[src/rtl/st_msg_serializer.sv]
// Message byte serializer: frames an accepted MSG3/MSG4 as type byte, availability
// bitmap, then every available field's bytes (most significant byte first).
package st_msg_pkg;
  typedef logic [7:0] msg_type_t;

  localparam msg_type_t MSG3_TYPE = 8'h04;
  localparam msg_type_t MSG4_TYPE = 8'h06;

  typedef struct packed {
    logic            field0_avail;
    logic [8:0][7:0] field0;
    logic            field1_avail;
    logic [2:0][7:0] field1;
    logic            Z_avail;
    logic [5:0][7:0] Z;
    logic            field2_avail;
    logic [4:0][7:0] field2;
    logic            field3_avail;
    logic [3:0][7:0] field3;
  } MSG3_fields;

  typedef struct packed {
    logic            field0_avail;
    logic [8:0][7:0] field0;
    logic            field1_avail;
    logic [2:0][7:0] field1;
    logic            Z_avail;
    logic [5:0][7:0] Z;
    logic            field2_avail;
    logic [4:0][7:0] field2;
    logic            field3_avail;
    logic [2:0][7:0] field3;
  } MSG4_fields;
endpackage

module st_msg_serializer
  import st_msg_pkg::*;
#(
  parameter bit EMIT_EMPTY = 1'b1
) (
  input  logic       clk,
  input  logic       rst,
  input  logic       in_valid,
  output logic       in_ready,
  input  msg_type_t  in_msg_type,
  input  MSG3_fields in_msg3,
  input  MSG4_fields in_msg4,
  output logic       out_valid,
  input  logic       out_ready,
  output logic [7:0] out_data,
  output logic       out_last,
  output logic       err_unsupported,
  output logic [1:0] dbg_state
);
  // Handshakes: a transfer happens on a rising edge where valid && ready; a
  // producer holding valid keeps its data stable until that transfer.
  typedef enum logic [1:0] {IDLE, TYPE, MAP, FIELD} state_t;

  state_t          state, state_nx;
  logic            ready_en;
  msg_type_t       type_r;
  logic [4:0]      avail_r;
  logic [8:0][7:0] fld_r [5];
  logic [3:0]      f3_len_r;
  logic [2:0]      cur_r;
  logic [3:0]      cnt_r;
  logic            err_r;

  logic            is_msg3, is_msg4, supported, accept, take, fire, field_end;
  logic [4:0]      in_avail, rest;
  logic [8:0][7:0] in_fld [5];
  logic [3:0]      cur_len, byte_idx;
  logic [5:0]      done_mask;

  // Lowest set bit wins: fields leave in order field0, field1, Z, field2, field3.
  function automatic logic [2:0] lowest(input logic [4:0] m);
    lowest = 3'd0;
    for (int i = 4; i >= 0; i--)
      if (m[i]) lowest = 3'(i);
  endfunction

  assign is_msg3   = (in_msg_type == MSG3_TYPE);
  assign is_msg4   = (in_msg_type == MSG4_TYPE);
  assign supported = is_msg3 || is_msg4;
  assign accept    = in_valid && in_ready;
  assign take      = supported && ((|in_avail) || EMIT_EMPTY);
  assign fire      = out_valid && out_ready;
  assign dbg_state = state;
  assign err_unsupported = err_r;

  always_comb begin
    for (int i = 0; i < 5; i++) in_fld[i] = '0;
    if (is_msg3) begin
      in_avail  = {in_msg3.field3_avail, in_msg3.field2_avail, in_msg3.Z_avail,
                   in_msg3.field1_avail, in_msg3.field0_avail};
      in_fld[0] = in_msg3.field0;
      in_fld[1] = {48'h0, in_msg3.field1};
      in_fld[2] = {24'h0, in_msg3.Z};
      in_fld[3] = {32'h0, in_msg3.field2};
      in_fld[4] = {40'h0, in_msg3.field3};
    end else begin
      in_avail  = {in_msg4.field3_avail, in_msg4.field2_avail, in_msg4.Z_avail,
                   in_msg4.field1_avail, in_msg4.field0_avail};
      in_fld[0] = in_msg4.field0;
      in_fld[1] = {48'h0, in_msg4.field1};
      in_fld[2] = {24'h0, in_msg4.Z};
      in_fld[3] = {32'h0, in_msg4.field2};
      in_fld[4] = {48'h0, in_msg4.field3};
    end
  end

  always_comb begin
    case (cur_r)
      3'd0:    cur_len = 4'd9;
      3'd1:    cur_len = 4'd3;
      3'd2:    cur_len = 4'd6;
      3'd3:    cur_len = 4'd5;
      3'd4:    cur_len = f3_len_r;
      default: cur_len = 4'd1;
    endcase
  end

  assign byte_idx  = cur_len - 4'd1 - cnt_r;
  assign field_end = (cnt_r == cur_len - 4'd1);
  // Flags of fields strictly after the current one.
  assign done_mask = (6'd2 << cur_r) - 6'd1;
  assign rest      = avail_r & ~done_mask[4:0];

  always_ff @(posedge clk or posedge rst) begin
    if (rst) state <= IDLE;
    else     state <= state_nx;
  end

  always_comb begin
    state_nx  = state;
    in_ready  = 1'b0;
    out_valid = 1'b0;
    out_data  = 8'h00;
    out_last  = 1'b0;
    case (state)
      IDLE: begin
        in_ready = ready_en;
        if (accept && take) state_nx = TYPE;
      end
      TYPE: begin
        out_valid = 1'b1;
        out_data  = type_r;
        if (out_ready) state_nx = MAP;
      end
      MAP: begin
        out_valid = 1'b1;
        out_data  = {3'b000, avail_r};
        out_last  = (avail_r == 5'd0);
        if (out_ready) state_nx = (avail_r == 5'd0) ? IDLE : FIELD;
      end
      FIELD: begin
        out_valid = 1'b1;
        out_data  = fld_r[cur_r][byte_idx];
        out_last  = field_end && (rest == 5'd0);
        if (out_ready && field_end && (rest == 5'd0)) state_nx = IDLE;
      end
      default: state_nx = IDLE;
    endcase
  end

  always_ff @(posedge clk or posedge rst) begin
    if (rst) begin
      ready_en <= 1'b0;
      type_r   <= '0;
      avail_r  <= '0;
      f3_len_r <= '0;
      cur_r    <= '0;
      cnt_r    <= '0;
      err_r    <= 1'b0;
      for (int i = 0; i < 5; i++) fld_r[i] <= '0;
    end else begin
      ready_en <= 1'b1;
      err_r    <= accept && !supported;
      if (accept && supported) begin
        type_r   <= in_msg_type;
        avail_r  <= in_avail;
        f3_len_r <= is_msg3 ? 4'd4 : 4'd3;
        for (int i = 0; i < 5; i++) fld_r[i] <= in_fld[i];
      end
      if (state == MAP && fire) begin
        cur_r <= lowest(avail_r);
        cnt_r <= 4'd0;
      end
      if (state == FIELD && fire) begin
        if (field_end) begin
          cur_r <= lowest(rest);
          cnt_r <= 4'd0;
        end else begin
          cnt_r <= cnt_r + 4'd1;
        end
      end
    end
  end
endmodule

[config.mk]
export PLATFORM = sky130hd
export DESIGN_NAME = st_msg_serializer
export DESIGN_NICKNAME = d
export VERILOG_FILES = /design/src/rtl/st_msg_serializer.sv
export SDC_FILE = /design/constraint.sdc
export NUM_CORES = 1
export LEC_CHECK = 0
export ABC_AREA = 0
export BUFFER_PORTS_ARGS = -buffer_cell sky130_fd_sc_hd__buf_2
export CAP_MARGIN = 5
export CORE_AREA = 4 4 178 180
export DETAILED_ROUTE_END_ITERATION = 8
export DIE_AREA = 0 0 182 184
export PLACE_DENSITY = 0.71
export SYNTH_ARGS = -nofsm -noshare
export SYNTH_HDL_FRONTEND = slang
export SYNTH_SLANG_ARGS = --single-unit
[constraint.sdc]
create_clock -name clk -period 10.37 [get_ports clk]
set_input_delay 2.074 -clock clk [delete_from_list [all_inputs] [get_ports clk]]
set_output_delay 2.074 -clock clk [all_outputs]
set_load 0.01 [all_outputs]
==> metrics.cfg <==
[finish]
stdcell_count=2201
fin_nets=2238
syn2layout_area_growth_pct=24.33
n_fill_cell=2775
seqCellArea_um2=6062
drive_gt1_share_pct=30.58
antennaDiodeCount=0
multiInputGateArea_um2=6840

[detailed_routing]
first_pass_iters=5
antenna_left=0
drt-initial-drc-count=758
via_per_inst=5.360
via_count=11800
drc=0
routed_wl_um=42960
wl_per_cell_um=19.52

[logic_synthesis]
synth_edf_count=0
synthTopCellsByArea=dfrtp_1 45%, mux2i_1 19%, o21ai_0 9.4%
yosysMostFrequentCell=nand2_1
yosysWarnings=0
synthesis.area_um2=13450
async_flop_share_pct=100.0
yosys.cell_types.count=63
ys_seq_elements=242
synth_flop_cell=dfrtp_1
ys_seq_area_share_pct=45.01
yosysTopAreaCell=dfrtp_1
synth_fp_nets=1853
postSynthAreaPerCell_um2=9.602
netlist.area_leader.share_pct=45.01
syn_inst=1401
ys_top_cells_by_count=254 x nand2_1, 253 x o21ai_0, 252 x mux2i_1

[global_routing]
grt_max_degree=256
grt_first_pass_wirelength_um=64890
track_usage_pct=24.43
grt_overflow=0
grt_pass1_vias=11700
antenna_found_initial=1

[pwr]
p_seq_share_pct=37.4
clkPwrFrac_pct=32.9
ir_worst_vdd_mv=0.1393
p_int_w=0.001860
p_sw_w=0.0009464
power_density_nw_per_um2=167.8
comb_power_share_pct=29.8
p_leak_nw=8.345
sw_frac_of_total_pct=33.72

[worst_setup_path]
slowest_stage=fa_1
end_kind=output pin
slowest_delay_ns=0.98
cpMostUsedCell=o21ai_0
crit_type=flop to output pin
crit_chain=buf_4 -> and2b_1 -> o21ai_0 -> inv_1 -> ha_1 -> fa_1 -> or3b_1 -> o21ai_0 -> a221oi_1 -> a2111oi_0 -> a211o_1 -> buf_2
critPathMaxFanout=52
worstPathArrival_ns=6.23
critical_path_required_ns=8.30
crit_path_start_kind=flop

[die]
die_w_um=182
die_area_um2=33490
placementRows=64
die_y_um=184
ios=460
start_util_pct=44.56
coreArea_um2=30190

[sta]
hold_viol=0
period_share_pct=80.09
setup_ws_ns=2.064
fin_tns_setup_ns=0
rsz0062_at_grt=false
fmax_ghz=0.1204
fin_skew_ns=0.007648
min_period_ns=8.306
drv_slew=0
worstMarginPinSlew_ns=1.130
setup_viol=0
slew_headroom_pct=24.43

[placement]
dpl.hpwl_um=32760
place_inst=2154
gp_congestion=0.9024
post-place-ws_ns=2.790
io_buffers=459

[clock_network]
clock-sinks=242
clk_latency_ns=0.53
ctsResizeCount=0
cts_tree=built
clk_pin_slew_worst_paths_ns=0.06
clockBufferDepth=3
numCtsBuffers=26
hold_buffers=0
clockRootBuffer=clkbuf_16
htreeDepth=1
postCtsSetupRepairBufs=0

[worst_hold_path]
hold_path_class=flop to flop

[run_status]
status=complete, no violations

[run]
maxCapViolCount=0

## logic make-up after synthesis
kind of cell	after synthesis	share of synthesized area, %
adder cells (fa/ha/maj)	6	0.6138
flip-flops	242	45.01
multiplexers	282	21.26
buffers and inverters	125	4.232
AND/OR/NAND/NOR	350	11.25
other	1	0.02788
AO/OA/AOI/OAI	389	17.21
XOR/XNOR	6	0.3907
## routing by layer
metal	wire [um]	GRT usage (%)	up-vias	share of wire [%]
li1	-	-	5771	-
met4	917	5.254	2	2.1
met5	13	0	-	0.030
met1	18980	34.87	5580	44
met2	20470	40.23	394	48
met3	2577	3.205	51	6.0
## critical path: cells and delay by family, from the launching register on
family	cells	cell delay, ns
flops	1	0.58
compound gates	5	1.76
fa+ha+maj	2	1.23
simple gates	2	1.25
buf+inv	3	0.84
## flip-flops by register name, summed over array words and instances (netlist names)
signal / count
dbg_state: 2
cur_r: 3
err_unsupported: 1
fld_r: 216
type_r: 8
ready_en: 1
cnt_r: 4
f3_len_r: 2
avail_r: 5
## final cells by class
class | count | share of cell area (%)
clock inverter | 10 | 0.5910
multi-input combinational | 1034 | 40.90
timing repair buffer | 470 | 14.44
tap | 396 | 2.962
inverter | 12 | 0.3142
clock buffer | 37 | 4.556
sequential | 242 | 36.24
## worst paths after layout
kind | from | endpoint | slack, ns | depth (start not counted)
min in group asynchronous | rst | fld_r[111] | 1.64 | 2
max in group asynchronous | rst | fld_r[238] | 6.58 | 4
hold reg to reg | fld_r[321] | fld_r[321] | 0.48 | 2
setup / recovery | cur_r[1] | out_data[4] | 2.06 | 12
setup reg to reg | cur_r[1] | dbg_state[0] | 6.27 | 10
hold / removal | fld_r[321] | fld_r[321] | 0.48 | 2
## power by group through the flow
stage                     clock (W)  combinational [W]  sequential (W)
final                      0.000922           0.000836         0.00105
after global routing       0.000977           0.000920         0.00106
after CTS                  0.000936           0.000842         0.00105
after detailed placement          0           0.000838         0.00106
after global placement            0           0.000823         0.00106
after floorplan                   0           0.000566         0.00104
## cell usage in the layout (no fill, tap or decap), types with 5 or more instances in the layout
cell type and count:
a221oi_1 10, a21oi_1 24, o21ai_0 253, a2111oi_0 6
nor2_1 22, nor3_1 6, inv_1 11, clkbuf_16 26
nor2b_1 9, mux2i_1 252, a22oi_1 15, ha_1 5
and2_1 9, nand3_1 8, a32oi_1 6, a22o_1 7
clkbuf_8 7, nand2_1 254, dfrtp_1 239, buf_2 458
a221o_1 12, buf_4 9, o211ai_1 6, a211oi_1 5
nand2b_1 22, o221ai_1 9, mux2_2 29, a31oi_1 6
## through the flow
step | util [%] | area [um2] | total power, W | hold WS, ns
after floorplan | - | 13450 | 0.001606 | 0.4351
after global placement | 52.55 | 15870 | 0.001887 | 0.4549
after detailed placement | 52.55 | 15870 | 0.001902 | 0.4661
after CTS | 55.40 | 16730 | 0.002826 | 0.4801
after global routing | 55.40 | 16730 | 0.002953 | 0.4978
final | 55.40 | 16730 | 0.002807 | 0.4753
No activity file was read; power rests on OpenSTA's default activity.
